==> config.mk <==
export PLATFORM = sky130hd
export DESIGN_NAME = sprite_anim_renderer
export DESIGN_NICKNAME = d
export VERILOG_FILES = /design/src/rtl/sprite_pkg.sv /design/src/rtl/sprite_anim_ctrl.sv /design/src/rtl/sprite_anim_renderer.sv
export SDC_FILE = /design/constraint.sdc
export NUM_CORES = 1
export LEC_CHECK = 0
export ABC_AREA = 1
export BUFFER_PORTS_ARGS = -buffer_cell sky130_fd_sc_hd__clkbuf_2
export CORE_AREA = 2 2 136 138
export DETAILED_ROUTE_END_ITERATION = 8
export DIE_AREA = 0 0 138 140
export PLACE_DENSITY = 0.44
export SYNTH_ARGS = -nofsm -noshare
export SYNTH_HDL_FRONTEND = slang
export SYNTH_SLANG_ARGS = --single-unit
==> constraint.sdc <==
create_clock -name vga_clk -period 17.65 [get_ports vga_clk]
set_clock_uncertainty 0.1 [all_clocks]
set_input_delay 2.6475 -clock vga_clk [delete_from_list [all_inputs] [get_ports vga_clk]]
set_output_delay 2.6475 -clock vga_clk [all_outputs]
set_load 0.1 [all_outputs]
==> src/rtl/sprite_pkg.sv <==
// Shared types and constants for the animated sprite renderer.
package sprite_pkg;

  localparam int unsigned PIPE_LAT = 3;

  typedef enum logic [1:0] {
    IDLE,
    PLAY,
    DONE
  } anim_state_t;

  typedef logic [11:0] rgb12_t;

endpackage

==> src/rtl/sprite_anim_ctrl.sv <==
// Animation sequencer: steps cur_frame once every FRAME_TICKS video frames.
// Start/stop requests are held pending and only take effect on frame_tick.
module sprite_anim_ctrl
  import sprite_pkg::*;
#(
  parameter int unsigned NUM_FRAMES  = 4,
  parameter int unsigned FRAME_TICKS = 6,
  parameter int unsigned FR_W        = (NUM_FRAMES > 1) ? $clog2(NUM_FRAMES) : 1
) (
  input  logic            vga_clk,
  input  logic            Reset,
  input  logic            frame_tick,
  input  logic            anim_start,
  input  logic            anim_stop,
  input  logic            anim_loop,
  output logic [FR_W-1:0] cur_frame,
  output logic            anim_done
);

  localparam int unsigned CNT_W = (FRAME_TICKS > 1) ? $clog2(FRAME_TICKS) : 1;

  anim_state_t      state, state_nxt;
  logic [CNT_W-1:0] tick_cnt, tick_cnt_nxt;
  logic [FR_W-1:0]  frame_nxt;
  logic             start_pend, start_pend_nxt;
  logic             stop_pend, stop_pend_nxt;

  always_ff @(posedge vga_clk) begin
    if (Reset) begin
      state      <= IDLE;
      tick_cnt   <= '0;
      cur_frame  <= '0;
      start_pend <= 1'b0;
      stop_pend  <= 1'b0;
    end else begin
      state      <= state_nxt;
      tick_cnt   <= tick_cnt_nxt;
      cur_frame  <= frame_nxt;
      start_pend <= start_pend_nxt;
      stop_pend  <= stop_pend_nxt;
    end
  end

  always_comb begin
    state_nxt      = state;
    tick_cnt_nxt   = tick_cnt;
    frame_nxt      = cur_frame;
    start_pend_nxt = start_pend;
    stop_pend_nxt  = stop_pend;

    if (frame_tick) begin
      start_pend_nxt = 1'b0;
      stop_pend_nxt  = 1'b0;
      // pending stop outranks a pending start
      if (stop_pend) begin
        state_nxt    = IDLE;
        frame_nxt    = '0;
        tick_cnt_nxt = '0;
      end else if (start_pend) begin
        state_nxt    = PLAY;
        frame_nxt    = '0;
        tick_cnt_nxt = '0;
      end else begin
        unique case (state)
          PLAY: begin
            if (tick_cnt == CNT_W'(FRAME_TICKS - 1)) begin
              tick_cnt_nxt = '0;
              if (cur_frame == FR_W'(NUM_FRAMES - 1)) begin
                if (anim_loop) frame_nxt = '0;
                else           state_nxt = DONE;
              end else begin
                frame_nxt = cur_frame + FR_W'(1);
              end
            end else begin
              tick_cnt_nxt = tick_cnt + CNT_W'(1);
            end
          end
          default: ;
        endcase
      end
    end

    // requests arriving with a tick are kept for the following tick
    if (anim_stop) begin
      stop_pend_nxt  = 1'b1;
      start_pend_nxt = 1'b0;
    end else if (anim_start) begin
      start_pend_nxt = 1'b1;
      stop_pend_nxt  = 1'b0;
    end
  end

  assign anim_done = (state == DONE);

endmodule

==> src/rtl/sprite_anim_renderer.sv <==
// Multi-frame sprite renderer with placement, mirroring and transparency.
// Define SPRITE_SCALE2_EN to draw the sprite at 2x size (nearest neighbour).
module sprite_anim_renderer
  import sprite_pkg::*;
#(
  parameter  int unsigned SPRITE_W    = 50,
  parameter  int unsigned SPRITE_H    = 64,
  parameter  int unsigned NUM_FRAMES  = 4,
  parameter  int unsigned IDX_W       = 3,
  parameter  int unsigned FRAME_TICKS = 6,
  parameter  int unsigned TRANSP_IDX  = 0,
  localparam int unsigned ADDR_W      = $clog2(NUM_FRAMES * SPRITE_W * SPRITE_H)
) (
  input  logic              vga_clk,
  input  logic              Reset,
  input  logic [9:0]        DrawX,
  input  logic [9:0]        DrawY,
  input  logic              blank,
  input  logic              frame_tick,
  input  logic [9:0]        PosX,
  input  logic [9:0]        PosY,
  input  logic              flip,
  input  logic              anim_start,
  input  logic              anim_loop,
  input  logic              anim_stop,
  output logic [ADDR_W-1:0] rom_addr,
  input  logic [IDX_W-1:0]  rom_q,
  output logic [IDX_W-1:0]  pal_idx,
  input  logic [11:0]       pal_rgb,
  output logic              pixel_on,
  output logic [3:0]        red,
  output logic [3:0]        green,
  output logic [3:0]        blue,
  output logic              anim_done
);

  localparam int unsigned FR_W      = (NUM_FRAMES > 1) ? $clog2(NUM_FRAMES) : 1;
  localparam int unsigned FRAME_PIX = SPRITE_W * SPRITE_H;
`ifdef SPRITE_SCALE2_EN
  localparam int unsigned SCALE = 2;
`else
  localparam int unsigned SCALE = 1;
`endif
  localparam int unsigned FOOT_W = SPRITE_W * SCALE;
  localparam int unsigned FOOT_H = SPRITE_H * SCALE;

  logic [FR_W-1:0] cur_frame;

  sprite_anim_ctrl #(
    .NUM_FRAMES  (NUM_FRAMES),
    .FRAME_TICKS (FRAME_TICKS),
    .FR_W        (FR_W)
  ) u_ctrl (
    .vga_clk    (vga_clk),
    .Reset      (Reset),
    .frame_tick (frame_tick),
    .anim_start (anim_start),
    .anim_stop  (anim_stop),
    .anim_loop  (anim_loop),
    .cur_frame  (cur_frame),
    .anim_done  (anim_done)
  );

  logic [9:0] pos_x, pos_y;
  logic       flip_q;

  always_ff @(posedge vga_clk) begin
    if (Reset) begin
      pos_x  <= '0;
      pos_y  <= '0;
      flip_q <= 1'b0;
    end else if (frame_tick) begin
      pos_x  <= PosX;
      pos_y  <= PosY;
      flip_q <= flip;
    end
  end

  // 11-bit compare so a sprite near the right edge clips instead of wrapping
  logic [10:0] x11, y11, px11, py11;
  logic        hit;

  always_comb begin
    x11  = {1'b0, DrawX};
    y11  = {1'b0, DrawY};
    px11 = {1'b0, pos_x};
    py11 = {1'b0, pos_y};
    hit  = (x11 >= px11) && (x11 < px11 + 11'(FOOT_W)) &&
           (y11 >= py11) && (y11 < py11 + 11'(FOOT_H));
  end

  logic [9:0]        rel_x, rel_y, src_x, dx, dy;
  logic [ADDR_W-1:0] addr_nxt;

  always_comb begin
    rel_x = DrawX - pos_x;
    rel_y = DrawY - pos_y;
`ifdef SPRITE_SCALE2_EN
    src_x = rel_x >> 1;
    dy    = rel_y >> 1;
`else
    src_x = rel_x;
    dy    = rel_y;
`endif
    dx       = flip_q ? (10'(SPRITE_W - 1) - src_x) : src_x;
    addr_nxt = ADDR_W'(cur_frame) * ADDR_W'(FRAME_PIX)
             + ADDR_W'(dy) * ADDR_W'(SPRITE_W)
             + ADDR_W'(dx);
  end

  // hit/blank ride alongside the ROM access; last tap lines up with rom_q
  logic [PIPE_LAT-2:0] hit_sr, blank_sr;
  logic                pix_vis;
  rgb12_t              rgb_q;

  assign pix_vis = hit_sr[PIPE_LAT-2] & blank_sr[PIPE_LAT-2] &
                   (rom_q != IDX_W'(TRANSP_IDX));

  always_ff @(posedge vga_clk) begin
    if (Reset) begin
      rom_addr <= '0;
      hit_sr   <= '0;
      blank_sr <= '0;
      pixel_on <= 1'b0;
      rgb_q    <= '0;
    end else begin
      if (hit) rom_addr <= addr_nxt;
      hit_sr   <= {hit_sr[PIPE_LAT-3:0], hit};
      blank_sr <= {blank_sr[PIPE_LAT-3:0], blank};
      pixel_on <= pix_vis;
      rgb_q    <= pix_vis ? rgb12_t'(pal_rgb) : '0;
    end
  end

  assign pal_idx = rom_q;
  assign red     = rgb_q[11:8];
  assign green   = rgb_q[7:4];
  assign blue    = rgb_q[3:0];

endmodule

== Word level (Yosys, flattened, before mapping) ==
Index checks and enable logic that the tools add are counted.
W data, S select, Z words.

* Output and inout bits: 31
* Register bits after elaboration: 61
* Logic and storage cells: 72

* Mux-type cells: 21
* Bitwise logic cells: 3
* Magnitude comparators: 4
* $mul: 2
* Eq/ne operators: 6
* Reductions and logical operators: 14
* Add/subtract/negate cells: 9

{| class="wikitable"
|+ Operator list
! operator !! number
|-
| $mux W2 || 12
|-
| $lt A10 B11 Y1 || 2
|-
| $ge A10 B10 Y1 || 2
|-
| $sub A10 B10 Y10 || 2
|-
| $reduce_bool A3 Y1 || 5
|-
| $add A14 B10 Y14 || 1
|-
| $add A14 B14 Y14 || 1
|-
| $mul A10 B5 Y13 const B || 1
|-
| $mux W3 || 4
|-
| $add A10 B6 Y11 const B || 1
|-
| $add A10 B7 Y11 const B || 1
|-
| $mux W10 || 1
|-
| $sub A6 B10 Y10 const A || 1
|-
| $mul A2 B5 Y7 const B || 1
|-
| $reduce_and A5 Y1 || 1
|-
| $eq A2 B2 Y1 const B || 2
|-
| $mux W1 || 4
|-
| $ne A4 B2 Y1 const B || 1
|-
| $reduce_and A4 Y1 || 1
|-
| $reduce_or A2 Y1 || 2
|-
| $add A3 B1 Y3 const B || 1
|-
| $eq A3 B3 Y1 const B || 1
|-
| $logic_and A1 B1 Y1 || 3
|-
| $ne A3 B1 Y1 const B || 1
|-
| other kinds (6) || 7
|}

== Logic depth before layout (Yosys ltp) ==
Gate-level depths: netlist of run 1.

* Depth after elaboration: 6
* Gate-level depth with buffers: 31
* Gate-level depth less buffers: 31

== Modules after synthesis ==
From an unflattened synthesis of run 1, not the netlist that was laid out.

* Cells, all modules: 732
* Area total of the unflattened synthesis: 5,417.7 um^2

{| class="wikitable"
|+ Modules (own cells, without submodules)
! module !! cells an instance !! times used !! seq. area each (um^2) !! area each (um^2)
|-
| sprite_anim_renderer || 656 || 1 || 1,041.0 || 4,909.7
|-
| sprite_anim_ctrl || 76 || 1 || 180.2 || 508.0
|}

== Worst setup path before layout of run 1 ==
Ideal clock, no wire load.

* Path type: input to register
* From: input port DrawY[0]
* To: register rom_addr[12]
* Buffers on the path: 0
* Setup time: 0.068 ns
* Arrival time: 7.243 ns
* Stages on the path: 28
* Slack: 10.239 ns
* Path through: inv_1 > ha_1 > fa_1 > inv_1 > nand3_1 > nand2_2 > xor2_1 > ha_1 > ha_1 > inv_1 > fa_1 > inv_1 > ha_1 > a21oi_1 > nand2_1 > a21oi_1 > o21ai_0 > xnor2_1 > inv_1 > ha_1 > ha_1 > nand2_1 > inv_1 > a221oi_1 > nand3_1 > xor2_1 > nand2_2 > a21oi_2

* Longest elaborated chain between the ends: 4
* Elaborated cells on any way between the ends: 8
* Classes of those cells: add/sub (3); mul (1); order compare (2); reduce/logical (2)

{| class="wikitable"
|+ RTL lines
! element !! RTL line !! text
|-
| start: declaration || sprite_anim_renderer.sv:17 || <nowiki>input logic [9:0] DrawY,</nowiki>
|-
| $sub A10 B10 Y10 || sprite_anim_renderer.sv:97 || <nowiki>rel_y = DrawY - pos_y;</nowiki>
|-
| $mul A10 B5 Y13 || sprite_anim_renderer.sv:107 || <nowiki>+ ADDR_W'(dy) * ADDR_W'(SPRITE_W)</nowiki>
|-
| $add A14 B14 Y14 || sprite_anim_renderer.sv:107 ||
|-
| $add A14 B10 Y14 || sprite_anim_renderer.sv:108 || <nowiki>+ ADDR_W'(dx);</nowiki>
|-
| end signal: assignment || sprite_anim_renderer.sv:127 || <nowiki>if (hit) rom_addr <= addr_nxt;</nowiki>
|-
| end: declaration || sprite_anim_renderer.sv:26 || <nowiki>output logic [ADDR_W-1:0] rom_addr,</nowiki>
|}

Several ways; a longest one is shown, not always the timed one.
A chain may end at the register's enable or synchronous reset.

== Worst setup path after layout of run 1 ==
Same ends and word-level chain as after synthesis.

==> results of run 1 <==
[cells by family (layout without fill, tap and decap cells)]
| logic type | after synthesis | in the layout | synth area share [%] |
|---|---|---|---|
| and+or+nand+nor | 239 | 239 | 20.1 |
| DFF | 61 | 61 | 23.3 |
| adders and majority gates | 97 | 97 | 24.6 |
| xor gates and xnor gates | 45 | 45 | 7.53 |
| AOI/OAI and AO/OA | 130 | 130 | 13.7 |
| buffers and inverters | 144 | 239 | 10.8 |
[flip-flops by register name, summed over array words and instances, names as in the netlist]
name and count:
u_ctrl.start_pend 1, u_ctrl.stop_pend 1, rgb_q 12, pos_y 10
blank_sr 2, u_ctrl.state 2, u_ctrl.tick_cnt 3, flip_q 1
pixel_on 1, u_ctrl.cur_frame 2, hit_sr 2, rom_addr 14
pos_x 10
[critical path: cells and delay by family]
kind / cells / cell delay, ns
xor gates and xnor gates: 3 / 0.66
and+or+nand+nor: 6 / 0.60
adders and majority gates: 8 / 2.70
buffers and inverters: 7 / 0.39
AOI/OAI and AO/OA: 5 / 0.79
[area by class of cell]
cell class	count	area, um2
flip-flops and latches	61	1220
multi-input cells	511	3450
clock inverters	6	68.8
clock buffers	10	239
well taps	229	287
fillers	1952	11600
inverters	128	480
repair buffers	95	480
[power groups by stage]
| stage | clock [mW] | combinational [mW] | sequential [mW] |
|---|---|---|---|
| final | 0.182 | 0.798 | 0.153 |
| after global routing | 0.194 | 0.936 | 0.154 |
| after CTS | 0.189 | 0.812 | 0.153 |
| after detailed placement | 0 | 0.804 | 0.156 |
| after global placement | 0 | 0.823 | 0.156 |
| after floorplan | 0 | 0.624 | 0.186 |
[metal layers]
| layer | routed length, um | vias up | GRT usage (%) |
|---|---|---|---|
| li1 | - | 2501 | - |
| met5 | 0 | - | 0 |
| met3 | 524 | 14 | 2.97 |
| met4 | 199 | 0 | 4.56 |
| met2 | 5490 | 72 | 22.1 |
| met1 | 6120 | 2034 | 17.2 |
[worst max path at each step]
stage / slack (ns) / end / cells after the start / startpoint
floorplan: 10.24 / rom_addr[12] / 28 / DrawY[0]
global placement: 9.70 / rom_addr[12] / 29 / DrawY[0]
detailed placement: 9.63 / rom_addr[12] / 29 / DrawY[0]
CTS: 9.99 / rom_addr[12] / 29 / DrawY[0]
global route: 9.61 / rom_addr[12] / 29 / DrawY[0]
finish: 10.02 / rom_addr[12] / 29 / DrawY[0]
[layout by cell type, fill, tap and decap left out, types with 2 or more instances in the layout]
master / instances
clkbuf_16: 9
nand2_1: 100
clkbuf_2: 93
xor2_1: 30
o21a_1: 2
inv_1: 128
fa_1: 10
nor2_4: 2
dfxtp_1: 61
nor3_1: 3
a21oi_1: 58
nand4_1: 12
nand3_1: 30
nand2_2: 5
ha_1: 87
a211oi_1: 2
a31oi_1: 3
buf_4: 2
inv_6: 2
a21o_1: 2
o31ai_1: 2
xnor2_1: 15
o21ai_1: 10
o21ai_0: 41
nor2_1: 76
nand3b_1: 4
a21oi_2: 3
nand3_2: 2
==> metrics.md, run 1 <==
| Metric | Value |
|---|---|
| Initial core utilization | 29.4% |
| Drt first-iter violations | 151 |
| Final core area utilization | between 30% and 40% |
| Share of flip-flops with an asynchronous set or reset after synthesis | 0% |
| Final worst hold slack | ~0.30 ns |
| Number of I/O port buffers | 93 |
| Clock tree root buffer cell | clkbuf_16 |
| Area of the core | 0.0178 mm2 |
| Post-route minimum period | 7.63 ns |
| Synthesized area per cell | 7.31 um2 |
| Final routed wirelength across all metal layers | 12,300 um |
| Post-DP Area | between 0.005 and 0.006 mm2 |
| Combinational fraction of design power | a little over two thirds |
| First-pass GRT wire length | 21,200 um |
| Static Leak | 3.33 nW |
| Routability congestion estimate from global placement | ~0.84 |
| Area fraction of the dominant cell type after synthesis | a little under a quarter |
| Most frequent cells after synthesis | inv_1 (128), nand2_1 (100), ha_1 (87), nor2_1 (76), dfxtp_1 (61) |
| Number of nets in the final layout | 966 |
| Setup slack of the critical path after layout | approximately 10 ns |
| Crit share post-route | between 40% and 50% |
| Max H-tree Level | 3 |
| Clock transition at path regs | 0.06 ns |
| CTS tree | built |
| HPWL after DPL | slightly above 10,000 um |
| Top-count cell post-synth | inv_1 |
| Combined global-route utilization of all metal layers | a little over an eighth |
| Antenna violations before repair | 0 |
| Global route overflow | 0 |
| Post-route DRC | 0 |
| Maximum vdd drop | 0.0903 mV |
| Total count of hold-check failures in the final report | 0 |
| Later-pin clock latency in the skew report | 0.34 ns |
| Source of the worst register-to-register timing path | pos_y[0] |
| Library cell with the largest summed area after synthesis | dfxtp_1 |
| Non-filler cells, final | 1,040 |
| Post-CTS resize count | 0 |
| Worst path required time | ~18 ns |
| Share of post-route cells with drive strength above 1 | 15.5% |
| Vias per inst | around 4.4 |
| Post-synth EDFFs | 0 |
| Final Cell Area | 0.00622 mm2 |
| Critical register-to-register path endpoint | rom_addr[12] |
| Number of post-CTS setup repair buffers | 0 |
| Total chip power | 1.13 mW |
| CTS Buffer Depth | 2 |
| Delay of the slowest critical-path stage | 0.53 ns |
| Sequential cell fraction of total power | 13.5% |
| Net switching component of the power | 551 uW |
| RSZ-0062 raised after global routing | no |
| Pin slew with the least headroom to its limit | 0.586 ns |
| Number of cells traversed by the worst hold path | 2 |
| Setup crit start kind | input pin |
| Vias after detailed routing | 4,621 |
| Net Count, Synth | 876 |
| Number of placement rows | 49 |
| Vert. Die Dim | 140 um |
| Sum of negative setup slack | 0 ns |
| Maximum clock frequency | 0.131 GHz |
| Synthesized cell area | 0.00523 mm2 |
| Max Slew Vio Count | 0 |
| Final count of negative-setup-slack endpoints | 0 |
| Sw Ratio | between 40% and 50% |
| Hold path endpoint | hit_sr[1] |
| PwrDens | between 150 and 200 mW/mm2 |
| Count of TritonRoute iterations in the first routing pass | 4 |
| Flops & latches, synth | between 60 and 70 |
| Number of ports placed on the die boundary | 94 |
| Die area | 0.0193 mm2 |
| Syn-to-layout area delta | 19.0% |
| Num CTS Buffers | 9 |
| CP Max Fanout | 4 |
| Arrival @ worst endpoint | 7.80 ns |
| Endpoint kind of the worst setup timing path | flop |
| Cell count after synthesis | 716 |
| Cell type of the slowest stage on the worst timing path | fa_1 |
| Number of diodes | 0 |
| Register-to-register path setup slack | 12.16 ns |
| Worst Min Path Start | hit_sr[0] |
| Pin count of the biggest net entering global routing | 42 |
| Average routed wire per standard cell | ~12 um |
| Worst slew margin | 60.8% |
| Clock share of power | about 16% |
| Post-placement setup slack | roughly 9.6 ns |
| Worst hold-check path type | reg -> reg |
| Top cells by area, synth | dfxtp_1 (23%), ha_1 (21%), inv_1 (9.2%) |
| Die boundary width | about 140 um |
| Count of hold buffers inserted by post-cts repair | 0 |
| Clock Sinks | 61 |
| Critical path class | in -> reg |
| Antenna-violating nets left | 0 |
| Number of unique standard cell types used by synthesis | 40 |
| Number of warning messages in the yosys log | 0 |
| Number of global-route vias before repair | 4,574 |
| Most common flop cell mapped by yosys | dfxtp_1 |
| Max-Cap Viols | 0 |
| Power Internal | 581 uW |
| Result of the run | completed |
| Post-Place Cells | 1,024 |
| Number of cells on the worst reg-to-reg path | 27 |
| Register area share after synthesis | 23.3% |
(Power assumes the default switching activity.)
==> inputs of run 2 (changes only) <==
Settings changed: ABC_AREA 1 to 0, CORE_AREA 2 2 136 138 to 2 2 134 136, DIE_AREA 0 0 138 140 to 0 0 136 138, PLACE_DENSITY 0.44 to 0.47.
Clock period 17.65 ns to 6.55 ns, I/O delays scaled along.
==> run 2 against run 1 <==
Total power increased to 2.6 times the previous value; sequential share of layout area increased by 0.28 points; highest routed layer unchanged; largest power group unchanged; wire length decreased by 2.9%; final area decreased by 1.4%; clock power increased to 2.8 times the previous value; flip-flop and latch count unchanged; combinational power increased to 2.5 times the previous value; worst hold slack improved by 0.027 ns; register-to-register slack got worse by 11 ns.
==> metrics.md, run 2 <==
| Metric | Value |
|---|---|
| Result of the run | completed (unchanged) |
| Max-Cap Viols | 0 (unchanged) |
| Number of unique standard cell types used by synthesis | 61 (was 40) |
| Max Slew Vio Count | 0 (unchanged) |
| First-pass GRT wire length | 20,600 um (was 21,200 um) |
| Number of placement rows | 49 (unchanged) |
| Number of diodes | 0 (unchanged) |
| Synthesized area per cell | 8.73 um2 (was 7.31 um2) |
| Post-route DRC | 0 (unchanged) |
| Worst hold-check path type | reg -> reg (unchanged) |
| Number of I/O port buffers | 93 (unchanged) |
| Cell count after synthesis | 587 (was 716) |
| Sequential cell fraction of total power | 14.4% (was 13.5%) |
| Maximum vdd drop | 0.303 mV (was 0.0903 mV) |
| Register area share after synthesis | 23.8% (was 23.3%) |
| Register with the highest flop count | rom_addr (unchanged) |
| Die area | 0.0188 mm2 (was 0.0193 mm2) |
| Share of flip-flops with an asynchronous set or reset after synthesis | 0% (unchanged) |
| Endpoint kind of the worst setup timing path | flop (unchanged) |
| Flip-flop count of the largest register, all copies and words added | 14 (unchanged) |
| PwrDens | 486 mW/mm2 (was 182 mW/mm2) |
| Top-count cell post-synth | ha_1 (was inv_1) |
| Number of warning messages in the yosys log | 0 (unchanged) |
| Later-pin clock latency in the skew report | 0.34 ns (about the same) |
| Number of ports placed on the die boundary | 94 (unchanged) |
| Library cell with the largest summed area after synthesis | dfxtp_1 (unchanged) |
| Antenna-violating nets left | 0 (unchanged) |
| Fill cells | 1,880 (was 1,952) |
| Setup slack of the critical path after layout | 0.437 ns (was 10.02 ns) |
| Worst path required time | 6.73 ns (was 17.82 ns) |
| Antenna violations before repair | 0 (unchanged) |
| CTS tree | built (unchanged) |
| Number of nets in the final layout | 840 (was 966) |
| Worst Min Path Start | hit_sr[0] (unchanged) |
| Post-placement setup slack | 0.0892 ns (was 9.63 ns) |
| Setup crit start kind | input pin (unchanged) |
| Combined global-route utilization of all metal layers | 13.6% (was 13.4%) |
| Net Count, Synth | 747 (was 876) |
| Clock Sinks | 61 (unchanged) |
| Count of hold buffers inserted by post-cts repair | 0 (unchanged) |
| Number of post-CTS setup repair buffers | 0 (unchanged) |
| Average routed wire per standard cell | 13.1 um (was 11.9 um) |
| Power Internal | 1.62 mW (was 581 uW) |
| Post-CTS resize count | 0 (unchanged) |
| Post-route minimum period | 6.11 ns |
| Routability congestion estimate from global placement | 0.814 (was 0.840) |
| Final count of negative-setup-slack endpoints | 0 (unchanged) |
| Highest-count cells in the layout ignoring fill and taps | clkbuf_2 (93), ha_1 (87), nor2_1 (70) (was inv_1 (128), nand2_1 (100), clkbuf_2 (93)) |
| Count of TritonRoute iterations in the first routing pass | 4 (unchanged) |
| Vert. Die Dim | 138 um (was 140 um) |
| Synthesized cell area | 0.00512 mm2 (was 0.00523 mm2) |
| Maximum clock frequency | 0.164 GHz |
| Origin of the worst setup path | DrawY[0] (unchanged) |
| Num CTS Buffers | 9 (unchanged) |
| Drt first-iter violations | 111 (was 151) |
| Most common flop cell mapped by yosys | dfxtp_1 (unchanged) |
| Initial core utilization | 29.2% (was 29.4%) |
| CP Max Fanout | 2 (was 4) |
| HPWL after DPL | 9930 um (was 10,100 um) |
| Pin slew with the least headroom to its limit | 0.953 ns (was 0.586 ns) |
| Crit share post-route | approximately 93% |
| Global route overflow | 0 (unchanged) |
| Net switching component of the power | 1.36 mW (was 551 uW) |
| Die boundary width | 136 um (was 138 um) |
| Multi-input combinational cell area | 0.00359 mm2 (was 0.00345 mm2) |
| Area of the core | 0.0175 mm2 (was 0.0178 mm2) |
| Pin count of the biggest net entering global routing | 50 (was 42) |
| Post-synth EDFFs | 0 (unchanged) |
| Clock tree root buffer cell | clkbuf_16 (unchanged) |
| Final routed wirelength across all metal layers | 12,000 um (was 12,300 um) |
| Worst slew margin | 36.0% (was 60.8%) |
| Vias after detailed routing | 4,279 (was 4,621) |
| Arrival @ worst endpoint | 6.29 ns (was 7.80 ns) |
| Most frequent standard cell in the layout excluding fill and tap cells | clkbuf_2 (was inv_1) |
| Sw Ratio | 45.6% (was 48.7%) |
| Clock transition at path regs | 0.06 ns (about the same) |
| Registers with the most flip-flops | rom_addr: 14 flops, rgb_q: 12 flops (unchanged) |
| Sum of negative setup slack | 0 ns (unchanged) |
| Total count of hold-check failures in the final report | 0 (unchanged) |
| Max H-tree Level | 3 (unchanged) |
| Top cells by area, synth | dfxtp_1 (24%), ha_1 (21%), mux2i_1 (5.9%) (was dfxtp_1 (23%), ha_1 (21%), inv_1 (9.2%)) |
| Share of post-route cells with drive strength above 1 | 19.0% (was 15.5%) |
| Number of global-route vias before repair | 4,377 (was 4,574) |
| Syn-to-layout area delta | 19.8% (was 19.0%) |
| Clock share of power | 17.3% (was 16.1%) |
| CTS Buffer Depth | 2 (unchanged) |
| Static Leak | 2.98 nW (was 3.33 nW) |
| Area taken by flip-flops and latches | 0.00122 mm2 (unchanged) |
| Source of the worst register-to-register timing path | pos_y[1] (was pos_y[0]) |
| Vias per inst | 4.68 (was 4.44) |
| RSZ-0062 raised after global routing | no (unchanged) |
| Flops & latches, synth | 61 (unchanged) |
| Area fraction of the dominant cell type after synthesis | 23.8% (was 23.3%) |
| Most frequent cells after synthesis | ha_1 (87), nor2_1 (70), dfxtp_1 (61), inv_1 (55), a21oi_1 (33) (was inv_1 (128), nand2_1 (100), ha_1 (87), nor2_1 (76), dfxtp_1 (61)) |
| Combinational fraction of design power | 68.2% (was 70.5%) |
| Critical path class | in -> reg (unchanged) |
run 2: cell count changes after synthesis, moves of 7 or more:
| cell | before | now |
|---|---|---|
| nor3_1 | 3 | 18 |
| nand3_1 | 30 | 9 |
| inv_1 | 128 | 55 |
| a21oi_1 | 58 | 33 |
| nand4_1 | 12 | 5 |
| and2_1 | 0 | 12 |
| xor2_1 | 30 | 12 |
| o21ai_0 | 41 | 13 |
| nor2b_1 | 0 | 8 |
| nand2_1 | 100 | 27 |
| xnor2_1 | 15 | 31 |
| mux2i_1 | 0 | 30 |
run 2: logic make-up (layout without fill, tap and decap cells):
kind of cell    Yosys count  after routing  synth area share, %
simple gates            178            178                 17.0
compound gates          101            101                 13.2
fa+ha+maj                97             97                 25.1
buf+inv                  73            171                 6.15
flops                    61             61                 23.8
xor+xnor                 46             46                 8.54
mux                      31             31                 6.08
run 2: metrics by stage:
| step | power [mW] | util [%] | area (um2) | hold slack, ns | instances |
|---|---|---|---|---|---|
| floorplan | 2.07 | - | 5120 | 0.314 | 587 |
| global placement | 2.46 | 33.2 | 5810 | 0.319 | 898 |
| detailed placement | 2.47 | 33.2 | 5810 | 0.325 | 898 |
| CTS | 3.01 | 35.0 | 6140 | 0.336 | 914 |
| global route | 3.32 | 35.0 | 6140 | 0.355 | 914 |
| finish | 2.98 | 35.0 | 6140 | 0.330 | 914 |
run 2: layout make-up:
type                    count  area share [%]
well taps                 229            4.67
multi-input cells         453            58.5
clock inverters             7            1.61
clock buffers               9            3.67
repair buffers             98            8.20
inverters                  57            3.49
flip-flops and latches     61            19.9
run 2: per-layer routing:
metal / global-route usage [%] / share of wire, % / vias to the layer above
met5: 0 / 0 / -
met4: 4.22 / 1.6 / 0
met3: 2.97 / 3.2 / 13
li1: - / - / 2215
met2: 22.9 / 49 / 73
met1: 17.2 / 46 / 1978
run 2: worst paths after layout:
path / end / slack [ns] / cells past startpoint
min reg2reg: hit_sr[1] / 0.33 / 1
min: hit_sr[1] / 0.33 / 1
max reg2reg: rom_addr[13] / 0.79 / 25
max: rom_addr[13] / 0.44 / 27
run 2: critical path, cell delays in order:
cell and delay [ns]:
clkbuf_2 0.08, inv_1 0.04, ha_1 0.22, fa_1 0.41, nand2b_1 0.19, a21oi_1 0.22, a21o_1 0.16, a21oi_1 0.07
xnor2_1 0.21, ha_1 0.27, ha_1 0.28, inv_1 0.05, fa_1 0.53, inv_1 0.04, ha_1 0.29, and3_1 0.16
a21oi_1 0.15, nand2_1 0.07, nor2_1 0.12, xnor2_1 0.13, ha_1 0.25, ha_1 0.31, or2_2 0.29, a21oi_1 0.14
nor2_1 0.06, or4b_1 0.47, nand3_1 0.09
run 2: power groups by stage:
stage / combinational (mW) / clock (mW) / sequential (mW)
4_1_cts: 2.05 / 0.531 / 0.431
3_3_place_gp: 2.02 / 0 / 0.438
2_1_floorplan: 1.48 / 0 / 0.592
5_1_grt: 2.34 / 0.551 / 0.435
3_5_place_dp: 2.03 / 0 / 0.439
6_report: 2.03 / 0.516 / 0.430
